[config.mk]
export PLATFORM = sky130hd
export DESIGN_NAME = spi_master_wb
export DESIGN_NICKNAME = d
export VERILOG_FILES = /design/src/rtl/spi_master_wb.sv
export SDC_FILE = /design/constraint.sdc
export NUM_CORES = 1
export LEC_CHECK = 0
export CORE_MARGIN = 5
export CORE_UTILIZATION = 40
export DETAILED_ROUTE_END_ITERATION = 12
export PLACE_DENSITY = 0.7
export SLEW_MARGIN = 10
export SYNTH_ARGS = -nofsm -noshare
export SYNTH_HDL_FRONTEND = slang
export SYNTH_SLANG_ARGS = --single-unit
[constraint.sdc]
create_clock -name clk_i -period 6.2 [get_ports clk_i]
set_clock_uncertainty 0.15 [all_clocks]
set_input_delay 0.93 -clock clk_i [delete_from_list [all_inputs] [get_ports clk_i]]
set_output_delay 0.93 -clock clk_i [all_outputs]
set_load 0.01 [all_outputs]
[src/rtl/spi_master_wb.sv]
// rtl/spi_master_wb.sv - SPI mode-0 master (MSB first) behind a classic single-cycle Wishbone-like register port
`timescale 1ns/1ps
module spi_master_wb #(
    parameter int WIDTH  = 8,
    parameter int CLKDIV = 4,
    parameter int CBITS  = 3,
    parameter int DELAY  = 3
) (
    input  logic             clk_i,
    input  logic             rst_ni,
    input  logic             cyc_i,
    input  logic             stb_i,
    input  logic             we_i,
    input  logic [1:0]       adr_i,
    input  logic [WIDTH-1:0] dat_i,
    output logic [WIDTH-1:0] dat_o,
    output logic             ack_o,
    output logic             busy_o,
    output logic             SCK,
    output logic             SSEL,
    output logic             MOSI,
    input  logic             MISO
);

    // Only 8-bit frames are supported; this block exists so out-of-range settings stand out in elaboration.
    if (WIDTH != 8 || CLKDIV < 1 || CBITS < $clog2(CLKDIV) || DELAY < 0) begin : g_unsupported_params
    end

    typedef enum logic [1:0] {IDLE, LOW, HIGH, DONE} state_t;

    localparam logic [CBITS-1:0] DivLast = CBITS'(CLKDIV - 1);

    state_t           state;
    state_t           state_nxt;
    logic [CBITS-1:0] cnt;
    logic [2:0]       bit_cnt;
    logic [WIDTH-1:0] tx_shift;
    logic [WIDTH-1:0] rx_shift;
    logic [WIDTH-1:0] rx_data;
    logic [WIDTH-1:0] rd_mux;
    logic             ssel;
    logic             rx_valid;
    logic             ovr;
    logic             coll;

    logic access;
    logic wr_data;
    logic rd_data;
    logic wr_ctrl;
    logic wr_status;
    logic start;
    logic phase_end;
    logic sample;
    logic high_end;
    logic byte_done;

    assign access    = cyc_i && stb_i && !ack_o;
    assign wr_data   = access && we_i && (adr_i == 2'd0);
    assign rd_data   = access && !we_i && (adr_i == 2'd0);
    assign wr_ctrl   = access && we_i && (adr_i == 2'd1);
    assign wr_status = access && we_i && (adr_i == 2'd2);
    assign start     = wr_data && !busy_o;

    assign busy_o    = (state == LOW) || (state == HIGH);
    assign SCK       = (state == HIGH);
    // A deassert written mid-byte is held off by busy until the byte ends.
    assign SSEL      = ~(ssel | busy_o);

    assign phase_end = (cnt == DivLast);
    assign sample    = (state == LOW) && phase_end;
    assign high_end  = (state == HIGH) && phase_end;
    assign byte_done = high_end && (bit_cnt == 3'd7);

    always_comb begin
        state_nxt = state;
        case (state)
            IDLE:    if (start) state_nxt = LOW;
            LOW:     if (phase_end) state_nxt = HIGH;
            HIGH:    if (phase_end) state_nxt = (bit_cnt == 3'd7) ? DONE : LOW;
            DONE:    state_nxt = start ? LOW : IDLE;
            default: state_nxt = IDLE;
        endcase
    end

    always_ff @(posedge clk_i or negedge rst_ni) begin
        if (!rst_ni) begin
            state <= IDLE;
        end else begin
            state <= state_nxt;
        end
    end

    always_ff @(posedge clk_i or negedge rst_ni) begin
        if (!rst_ni) begin
            cnt      <= '0;
            bit_cnt  <= '0;
            tx_shift <= '0;
            rx_shift <= '0;
            MOSI     <= 1'b0;
        end else begin
            if (state_nxt != state) begin
                cnt <= '0;
            end else if (busy_o) begin
                cnt <= cnt + 1'b1;
            end

            // The bit counter advances once per high phase, so it wraps 7->0 exactly on entry to DONE.
            if (high_end) begin
                bit_cnt <= bit_cnt + 1'b1;
            end

            if (start) begin
                tx_shift <= dat_i;
                MOSI     <= dat_i[WIDTH-1];
            end else if (high_end && !byte_done) begin
                tx_shift <= {tx_shift[WIDTH-2:0], 1'b0};
                MOSI     <= tx_shift[WIDTH-2];
            end

            if (sample) begin
                rx_shift <= {rx_shift[WIDTH-2:0], MISO};
            end
        end
    end

    always_comb begin
        rd_mux = '0;
        case (adr_i)
            2'd0:    rd_mux = rx_data;
            2'd1:    rd_mux = {{(WIDTH-1){1'b0}}, ssel};
            2'd2:    rd_mux = {{(WIDTH-4){1'b0}}, coll, ovr, rx_valid, busy_o};
            default: rd_mux = '0;
        endcase
    end

    always_ff @(posedge clk_i or negedge rst_ni) begin
        if (!rst_ni) begin
            ack_o    <= 1'b0;
            dat_o    <= '0;
            ssel     <= 1'b0;
            rx_data  <= '0;
            rx_valid <= 1'b0;
            ovr      <= 1'b0;
            coll     <= 1'b0;
        end else begin
            ack_o <= access;

            if (access && !we_i) begin
                dat_o <= rd_mux;
            end

            if (wr_ctrl) begin
                ssel <= dat_i[0];
            end

            if (wr_data && busy_o) begin
                coll <= 1'b1;
            end else if (wr_status && dat_i[3]) begin
                coll <= 1'b0;
            end

            // Later assignments win: a byte completing in the same cycle as a read or W1C prevails.
            if (wr_status && dat_i[2]) begin
                ovr <= 1'b0;
            end
            if (rd_data) begin
                rx_valid <= 1'b0;
            end
            if (byte_done) begin
                rx_data  <= rx_shift;
                rx_valid <= 1'b1;
                if (rx_valid) begin
                    ovr <= 1'b1;
                end
            end
        end
    end

endmodule
Yosys cells after proc, flatten, opt, wreduce, memory -nomap -nowiden. Index checks and enable logic that the tools add are counted.

Register bits: 45. Logic and storage cells: 72. Input bits: 16. Output and inout port bits: 13.

Equal/unequal tests: 8. Reduce and logical (&&, ||, !) cells: 27. Bitwise operators: 2. Muxes and demuxes: 20. $add $sub $neg: 2.

Operators by type and width (count): case mux 8 bit (3 select lines) (1); logical AND 1 bit (16); two-way mux 7 bit (2); two-way mux 1 bit (10); two-way mux 2 bit (4); case mux 2 bit (4 select lines) (1); nonzero test 2 bit (4); adder 3 x 1 -> 3 bit, second input constant (2); equality test 2 bit, second input constant (3); two-way mux 3 bit (2); equality test 2 x 1 -> 1 bit, second input constant (2); logical NOT 1 bit (4); logical NOT 2 bit (2); equality test 3 x 2 -> 1 bit, second input constant (1); equality test 3 bit, second input constant (1); != test 2 bit (1); logical OR 1 bit (1); NOT 1 bit (1); OR 1 bit (1).

Logic depth before layout (Yosys ltp).
Depth in word-level cells: 9. Gate-level depth with buffers: 9. Gate-level depth less buffers: 6.

Worst setup path after synthesis. OpenSTA, ideal clock, no wires.

Path type: flip-flop to output port. Start: reg state[0]. End: out SSEL. Cell stages (with the launch flop): 5. Path slack: 3902 ps. Arrival time: 1218 ps. Path buffers: 1. Data required time: 5120 ps. Cells stage by stage: dfrtp_1 > inv_1 > ha_1 > buf_4 > nor2_1.

Longest elaborated chain between the ends: 4. Elaborated cells between the ends (all ways): 5. Those cells by class: 2 x eq/ne; 2 x bitwise; 1 x reduce/logical.

Ends and longest elaborated chain: start: declaration (RTL line 33) `state_t state;`; start signal: assignment (RTL line 89) `state <= state_nxt;`; equality test 2 x 1 -> 1 bit or equality test 2 bit (tied branches) (RTL line 64) `assign busy_o = (state == LOW) || (state == HIGH);`; logical OR 1 bit (*) (RTL line 64); named net busy_o (RTL line 18) `output logic busy_o,`; OR 1 bit (*) (RTL line 67) `assign SSEL = ~(ssel | busy_o);`; NOT 1 bit (*) (RTL line 67); end: declaration (RTL line 20) `output logic SSEL,`.

Mark *: on every way through the listed nets, which the timed path passes. The rest lies on a longest branch.

Worst setup path after layout.
Start: reg state[0]. End: out SSEL.

Longest elaborated chain between the ends: 4. Elaborated cells between the ends (all ways): 5. Those cells by class: 2 x eq/ne; 2 x bitwise; 1 x reduce/logical.

Ends and longest elaborated chain (RTL line): equality test 2 x 1 -> 1 bit or equality test 2 bit (tied branches) (64); logical OR 1 bit (*) (64); OR 1 bit (*) (67); NOT 1 bit (*) (67).

Mark *: on every way between the ends. The rest lies on a longest branch, timed or not.

==> run summary <==
- outcome: finished clean
- Global Route met3 Usage: 4.24%
- Placed Cells: 274
- maximum ir drop on the vdd rail: 0.000203 V
- number of buffers and inverters on the critical path: 2
- Iteration-0 DRC Markers: 68
- insertion delay of the later-clocked pin in the worst-skew pair: 0.29 ns
- Layout Cell Area excl Fill: 0.00257 sq mm
- worst rel slew slack: 34.8%
- sequential cell fraction of total power: 42.3%
- post-CTS setup buffer count: 0
- Root Driver: clkbuf_8
- via count of the routed design: 1,409
- Min-Delay Endpoint: dat_o[3]
- global router's overall resource usage: 11.7%
- maximum number of pins on one net before global-route repair: 46
- number of enable-type register cells in the synthesized netlist: 0
- post-layout total power: 0.944 mW
- power per standard cell area: 367 mW/mm^2
- combinational power share: 34.6%
- most frequent standard cell in the layout excluding fill and tap cells: dfrtp_1
- layout cells sized above 1: 15.1%
- data arrival time of the critical path: 2.10 ns
- buffer levels on the longest clock path: 2
- final hold slack: 0.329 ns
- actual transition at the worst max-transition pin: 0.978 ns
- crit path cell chain: inv_1 -> ha_1 -> nor2_1 -> clkdlybuf4s50_1
- routability-driven placement congestion ratio: 0.781
- die width: 83.6 um
- met2 track demand over resource: 17.4%
- element type at the critical path start: flip-flop
- sum of routed wire length over all layers: 3840 um
- final worst path period need: 3.18 ns
- flop and latch count out of synthesis: 45
- Synth-to-Final Area Change: 18.6%
- setup slack of the most critical reg-to-reg path: 3.87 ns
- number of CTS-inserted buffers: 5
- via density per instance: 5.00
- Syn Nets: 211
- antenna cell count: 0
- cell-internal power: 0.641 mW
- sum of negative setup slack: 0 ns
- Clock power frac: 23.1%
- startpoint of the lowest-slack hold path: dat_o[3]
- standard cell area after detailed placement: 0.00246 sq mm
- wire length of the first global-routing pass: 6510 um
- net count reported at finish: 235
- CP Capture Type: output pin
- CTS H-tree lvls: 2
- number of different library cells in the post-synthesis netlist: 38
- Clk pin slew, worst setup/hold paths: 0.08 ns
- port buffer count: 28
- Hold Crit Class: reg -> reg
- commonest non-fill, non-tap cells in the layout: 45 x dfrtp_1, 27 x nand2_1, 27 x clkdlybuf4s50_1
- gate count after technology mapping: 187
- synthesized area per cell: 11.6 sq um
- final cell count without fillers: 282
- initial antenna violation count: 0
- fraction of registers with async set or reset after synthesis: 100%
- average routed wire per standard cell: 13.6 um
- launch point of the worst reg-to-reg path: state[0]
- P_leak: 1.19 nW
- Psw: 0.303 mW
- area of the core region: 0.00517 sq mm
- WS Path Type: reg -> out
- Slowest cell on crit path: clkdlybuf4s50_1
- fraction of met1 tracks used by global routing: 15.0%
- data required time of the worst path: 5.12 ns
- endpoints failing setup: 0
- cell area after synthesis: 0.00217 sq mm
- drc violations: 0
- largest driver fanout on the critical path: 9
- CTS sink cnt: 45
- vias in the first global route: 1,403
- sequential cell area fraction in the yosys report: 51.9%
- clock tree from TritonCTS: yes
- FF-to-FF End: cnt[2]
- Primary FF master, synth: dfrtp_1
- post-cts hold buffer count: 0
- row cnt: 26
- switch share: 32.1%
- number of warning messages in the yosys log: 0
- detailed placement HPWL: 2770 um
- number of violations of the max-capacitance limit: 0
- height of the chip: 83.6 um
- Starting Density: 41.9%
- cell count of the worst reg-to-reg path: 6
- RSZ-0062 raised after global routing: false
- post-route antenna net violation count: 0
- Most Crowded Layer GR: met2
- Total Die Area: 0.00700 sq mm
- critical path's largest stage delay: 0.56 ns
- hold depth: 2
- cell type group with the largest total delay on the critical path: buffers and inverters
- DRT Pass-1 Iters: 4
- final critical-path share of the clock period: 51.3%
- total grt overflow: 0
- number of cells upsized or downsized after cts: 0
- number of primary I/O pins: 29
- maximum operating frequency: 314 MHz
- Final Hold Fails: 0
- number of pins with negative max-slew slack in the final report: 0
Yosys cell counts (all sizes together), types with 2 or more instances:
cell type  count  area share [%]
o31ai          5             1.7
ha             8             4.6
mux2i         13             6.0
o21ai         13             3.0
dfrtp         45              52
mux2          19             9.9
clkbuf         3            0.52
buf            8             2.8
inv            5            0.87
a31oi          2            0.58
nor2           7             1.2
xnor2          2            0.81
nor3           4             1.2
nand3          3            0.69
a21oi          3            0.69
a2111oi        3             2.1
nand2         27             4.7
a22o           2            0.81
state kept, by name, summed over array words and instances, names as in the netlist:
name	cells
rx_data	8
cnt	3
rx_shift	8
tx_shift	7
MOSI	1
coll	1
ssel	1
ack_o	1
rx_valid	1
bit_cnt	3
ovr	1
state	2
dat_o	8
cells by family (layout without fill, tap and decap cells):
| family | count (synthesis) | after routing | synth area share (%) |
|---|---|---|---|
| xor gates and xnor gates | 2 | 2 | 0.808 |
| AOI/OAI and AO/OA | 33 | 33 | 11.2 |
| muxes | 32 | 32 | 15.9 |
| adders and majority gates | 8 | 8 | 4.61 |
| DFF | 45 | 45 | 51.9 |
| buffers and inverters | 16 | 41 | 4.15 |
| and+or+nand+nor | 51 | 51 | 11.4 |
power by group through the flow:
stage | logic [mW] | registers (mW) | clock network [mW]
after floorplan | 0.245 | 0.398 | 0
after global placement | 0.320 | 0.404 | 0
after detailed placement | 0.328 | 0.407 | 0
after CTS | 0.332 | 0.401 | 0.225
after global routing | 0.361 | 0.408 | 0.238
final | 0.326 | 0.400 | 0.218
routing by layer:
metal,share of wire [%],routed length [um]
met1,50,1900
met2,43,1650
met3,5.1,195
met4,2.3,88
met5,0,0
tightest hold or removal path, stage by stage (launching register included):
cell	delay, ns
dfrtp_1	0.35
nand2_1	0.05
o31ai_1	0.05
area by class of cell:
class / instances / area, sq um
Sequential cell: 45 / 1130
Clock buffer: 6 / 72.6
Inverter: 5 / 18.8
Clock inverter: 2 / 38.8
Multi-Input combinational cell: 126 / 953
Fill cell: 450 / 2600
Timing Repair Buffer: 28 / 275
Tap cell: 70 / 87.6
worst max-delay path by stage:
stage,start,slack [ns],endpoint,depth (start not counted)
floorplan,state[0],3.90,SSEL,4
global placement,adr_i[1],3.33,cnt[2],5
detailed placement,adr_i[1],3.32,cnt[2],5
CTS,state[0],3.00,SSEL,4
global route,state[0],2.92,SSEL,4
finish,state[0],3.02,SSEL,4
stage by stage:
step | util [%] | setup WS, ns
floorplan | - | 3.90
global placement | 47.6 | 3.33
detailed placement | 47.6 | 3.32
CTS | 49.7 | 3.00
global route | 49.7 | 2.92
finish | 49.7 | 3.02
Power figures use the tool's default switching activity.
